===== src/rtl/gcd_pkg.sv =====
`default_nettype none
// ============================================================================
// Package  : gcd_pkg
// Purpose  : Shared handshake state encoding and datapath width for the GCD
//            initiator/responder pair.
// Revision : 1.0
// ============================================================================
package gcd_pkg;

    localparam int GCD_WIDTH = 16;

    typedef enum logic [2:0] {
        IDLE   = 3'd0,
        SEND_A = 3'd1,
        DROP_A = 3'd2,
        SEND_B = 3'd3,
        DROP_B = 3'd4,
        DONE   = 3'd5
    } gcd_state_t;

endpackage
`default_nettype wire


===== src/rtl/gcd_initiator.sv =====
`default_nettype none
// ============================================================================
// Module   : gcd_initiator
// Purpose  : Ships an operand pair to a GCD responder over a four-phase
//            req/ack bus and returns the result on a valid/ready port.
//            Define GCD_INIT_TIMEOUT_EN to add the ack-wait timeout and err.
// Revision : 1.0
// ============================================================================
module gcd_initiator
    import gcd_pkg::*;
#(
    parameter int TIMEOUT_CYCLES = 1024
) (
    input  logic                 clk,
    input  logic                 reset,
    input  logic                 in_valid,
    output logic                 in_ready,
    input  logic [GCD_WIDTH-1:0] in_a,
    input  logic [GCD_WIDTH-1:0] in_b,
    output logic                 out_valid,
    input  logic                 out_ready,
    output logic [GCD_WIDTH-1:0] out_c,
    output logic                 req,
    output logic [GCD_WIDTH-1:0] AB,
    input  logic                 ack,
    input  logic [GCD_WIDTH-1:0] C
`ifdef GCD_INIT_TIMEOUT_EN
    ,
    output logic                 err
`endif
);

    gcd_state_t           r_state;
    gcd_state_t           w_next;
    logic [GCD_WIDTH-1:0] r_a;
    logic [GCD_WIDTH-1:0] r_b;
    logic [GCD_WIDTH-1:0] r_result;
    logic                 r_req;
    logic                 w_req_next;
    logic                 w_accept;
    logic                 w_zero_op;
    logic                 w_timeout;

    assign w_accept  = in_valid && in_ready;
    assign w_zero_op = (in_a == '0) || (in_b == '0);

    always_comb begin
        w_next = r_state;
        case (r_state)
            IDLE:    if (w_accept)  w_next = w_zero_op ? DONE : SEND_A;
            SEND_A:  if (ack)       w_next = DROP_A;
            DROP_A:  if (!ack)      w_next = SEND_B;
            SEND_B:  if (ack)       w_next = DROP_B;
            DROP_B:  if (!ack)      w_next = DONE;
            DONE:    if (out_ready) w_next = IDLE;
            default:                w_next = IDLE;
        endcase
        if (w_timeout) begin
            w_next = IDLE;
        end
    end

    // req rises one cycle after entering a SEND state so AB is settled a full
    // cycle ahead of it, and drops on the same edge the state moves on.
    assign w_req_next = ((r_state == SEND_A) || (r_state == SEND_B)) && (w_next == r_state);

    always_ff @(posedge clk or posedge reset) begin
        if (reset) begin
            r_state  <= IDLE;
            r_a      <= '0;
            r_b      <= '0;
            r_result <= '0;
            r_req    <= 1'b0;
        end else begin
            r_state <= w_next;
            r_req   <= w_req_next;
            if (w_accept) begin
                r_a <= in_a;
                r_b <= in_b;
                if (w_zero_op) begin
                    r_result <= in_a | in_b;
                end
            end
            if ((r_state == SEND_B) && ack) begin
                r_result <= C;
            end
        end
    end

    assign in_ready  = (r_state == IDLE);
    assign out_valid = (r_state == DONE);
    assign out_c     = out_valid ? r_result : '0;
    assign req       = r_req;

    always_comb begin
        AB = '0;
        case (r_state)
            SEND_A, DROP_A: AB = r_a;
            SEND_B, DROP_B: AB = r_b;
            default:        AB = '0;
        endcase
    end

`ifdef GCD_INIT_TIMEOUT_EN
    localparam int                 c_cnt_w    = $clog2(TIMEOUT_CYCLES + 1);
    localparam logic [c_cnt_w-1:0] c_cnt_last = c_cnt_w'(TIMEOUT_CYCLES - 1);

    logic [c_cnt_w-1:0] r_cnt;
    logic               r_err;
    logic               w_bus;

    assign w_bus     = r_state inside {SEND_A, DROP_A, SEND_B, DROP_B};
    assign w_timeout = w_bus && (r_cnt == c_cnt_last);

    always_ff @(posedge clk or posedge reset) begin
        if (reset) begin
            r_cnt <= '0;
            r_err <= 1'b0;
        end else begin
            r_err <= w_timeout;
            if (w_next != r_state) begin
                r_cnt <= '0;
            end else if (w_bus) begin
                r_cnt <= r_cnt + 1'b1;
            end
        end
    end

    assign err = r_err;
`else
    logic w_unused_timeout;

    assign w_timeout        = 1'b0;
    assign w_unused_timeout = |TIMEOUT_CYCLES;
`endif

endmodule
`default_nettype wire


===== config.mk =====
export PLATFORM = sky130hd
export DESIGN_NAME = gcd_initiator
export DESIGN_NICKNAME = d
export VERILOG_FILES = /design/src/rtl/gcd_pkg.sv /design/src/rtl/gcd_initiator.sv
export SDC_FILE = /design/constraint.sdc
export NUM_CORES = 1
export LEC_CHECK = 0
export ABC_AREA = 1
export BUFFER_PORTS_ARGS = -buffer_cell sky130_fd_sc_hd__buf_4
export CAP_MARGIN = 0
export CORE_MARGIN = 2
export CORE_UTILIZATION = 50
export DETAILED_ROUTE_END_ITERATION = 12
export PLACE_DENSITY = 0.8
export SYNTH_ARGS = -nofsm -noshare
export SYNTH_HDL_FRONTEND = slang
export SYNTH_SLANG_ARGS = --single-unit

===== constraint.sdc =====
create_clock -name clk -period 1.8 [get_ports clk]
set_clock_uncertainty 0.05 [all_clocks]
set_input_delay 0.36 -clock clk [delete_from_list [all_inputs] [get_ports clk]]
set_output_delay 0.36 -clock clk [all_outputs]
set_load 0.05 [all_outputs]

==> impl_results.md <==
* DP Worst Slack at 45.6 ps
* Violated checks: negative setup slack
* Drt pass-1 iters at 4
* Slowest-stage cell, CP: dfrtp_2
* Syn_nets at 429
* Top post-synthesis cells by area: dfrtp_1 (47%), nand2_1 (15%), o21ai_0 (7.7%)
* First-pass GRT wire length at 13500 um
* Via Count at 2957
* Yosys cell types at 28
* Placer Congestion at 0.904
* Number of global-route vias before repair at 2885
* Clock sinks at 52
* Post-Syn Instances at 376
* Clk buf depth at 2
* Final Max Tran Viols at 0
* YS warnings at 0
* Fmax at 0.479 GHz
* Critical Path Most Common Cell: buf_6
* Nets at 533
* DR DRC count at 0
* Fraction of the yosys area taken by sequential cells at 0.466
* Crit path max fanout at 4
* FF-to-FF Start: r_state[0]$_DFF_PP0_
* Synth Cell Area at 2790 sq um
* Die X at 78.7 um
* Run status: finished with violations
* Half-perimeter wire length after placement at 5870 um
* Chip Height at 78.7 um
* Core area at 5440 sq um
* CTS tree: yes
* Slew @ Worst Pin at 505 ps
* CP endpoint: out_c[4]
* Power per Cell Area at 1680 nW/um^2
* Synthesized area per cell at 7.42 sq um
* Worst-path cell chain: buf_6 -> inv_4 -> nor3_4 -> buf_4 -> inv_6 -> nor2_2 -> buf_6
* Setup crit end kind: output pin
* Routed len/inst at 16.2 um
* Crit Path Class: reg2out
* Initial antenna violation count at 0
* Root buffer cell: clkbuf_8
* Reg2reg end: r_result[4]$_DFFE_PP0P_
* Count of buffers from port buffering at 87
* Leakage at 2.13 nW
* CTS Hold Bufs at 0
* Vias per cell at 5.35
* Largest net degree at the start of global routing at 33
* Final Cycle Share at 1.16
* CP delay by family, top: buffers and inverters
* Critical Path RT at 1390 ps
* Setup crit start: r_state[0]$_DFF_PP0_
* Fin. Hold Viols at 0
* N_diodes at 0
* VDD IR-drop max at 1.09 mV
* Fin crit period at 2090 ps
* Startpoint type of the worst setup path: flop
* RSZ-0062 raised after global routing: yes
* Post-Route WL at 8950 um
* R2r setup slk at 40 ps
* IO Pins at 88
* Iter 0 DRT Violations at 189
* Top cell type's share of synthesized area at 0.466
* Register-to-Register Path Depth at 8
* Num rows at 27
* Commonest non-fill, non-tap cell in the layout: nand2_1
* Core Util, Final at 0.774
* Starting Density at 0.513
* Final setup vio count at 34
* Most frequent cells in the layout: nand2_1 (111), buf_4 (66), dfrtp_1 (49)
* Slew margin rel. at 0.663
* H-tree Lvls at 2
* Crit-path max cell delay at 440 ps
* Register bit count reported by yosys at 52
* Final ANT Viol Nets at 0
* Worst Hold Class: in2async
* Post-synth top area cell: dfrtp_1
* Clk pin slew, worst setup/hold paths at 90 ps
* Placed cell area at 3630 sq um
* Max Cap Viol at 0
* Final setup margin at -290 ps
* Crit path DAT at 1680 ps
* Crit path depth at 7
* Clk_lat worst skew at 310 ps
* Die footprint at 6190 sq um
* Share of cells above drive strength 1 at 0.362
* Total track usage at 0.281
* Bufs and invs on worst path at 5
* Layout area overhead at 50.9%
* CTS buffer count at 5
* Total global routing overflow at 0
* Final instance area at 4210 sq um
through the flow:
step                      TNS, ps  power (W)  hold slack, ps  instances
after CTS                   -6940    0.00654            30.1        543
final                       -7890    0.00705            22.9        553
after global placement          0    0.00536             378        528
after floorplan             -4140    0.00446             381        376
after detailed placement        0    0.00545             367        528
after global routing       -10180    0.00743            55.9        553
layout make-up:
cell class              instances  area [sq um]
well taps                      72          90.1
multi-input cells             259          1430
fillers                       387          1230
inverters                      50           239
repair buffers                110          1040
clock buffers                   7          76.3
repair inverters                2          20.0
flip-flops and latches         52          1310
clock inverters                 1          5.00
state kept, by name, indices dropped and copies added, names as in the netlist:
| signal | cells |
|---|---|
| r_a | 16 |
| r_b | 16 |
| r_result | 16 |
| r_state | 3 |
| req | 1 |
how the worst min path moves through the flow:
stage	to
after floorplan	req$_DFF_PP0_
after global placement	req$_DFF_PP0_
after detailed placement	req$_DFF_PP0_
after CTS	req$_DFF_PP0_
after global routing	req$_DFF_PP0_
final	req$_DFF_PP0_
cell usage after synthesis, drive strengths merged:
library cell and instances:
nand2 119, dfrtp 52, o21ai 51, inv 50, nor2 39, nand3 35
buf 15, a22o 7, nor3 2, a211oi 1, a21oi 1, clkbuf 1
nand4 1, o211ai 1, or2 1
where the power goes:
part / total, W / switching (W) / internal [W]
registers: 0.00201 / 0.000325 / 0.00168
logic: 0.00439 / 0.00277 / 0.00163
clock network: 0.000653 / 0.000379 / 0.000274
total: 0.00705 / 0.00347 / 0.00358
routing by layer:
layer  up-vias  wire length (um)  GRT usage
met1      1419              3560      0.357
li1       1393                 -          -
met4         0               299      0.123
met3        24               562     0.0614
met2       121              4520      0.462
met5         -                 0          0
cell families after synthesis:
logic type	Yosys count	synth area share
AOI/OAI and AO/OA	61	0.122
DFF	52	0.466
buffers and inverters	66	0.107
and+or+nand+nor	197	0.304
timing repair:
action	in CTS	in global routing
cloned	2	2
buffers inserted	5	9
setup endpoints to repair	32	49
gates resized for setup	46	41
pin swaps	1	7
Power figures use the tool's default switching activity.
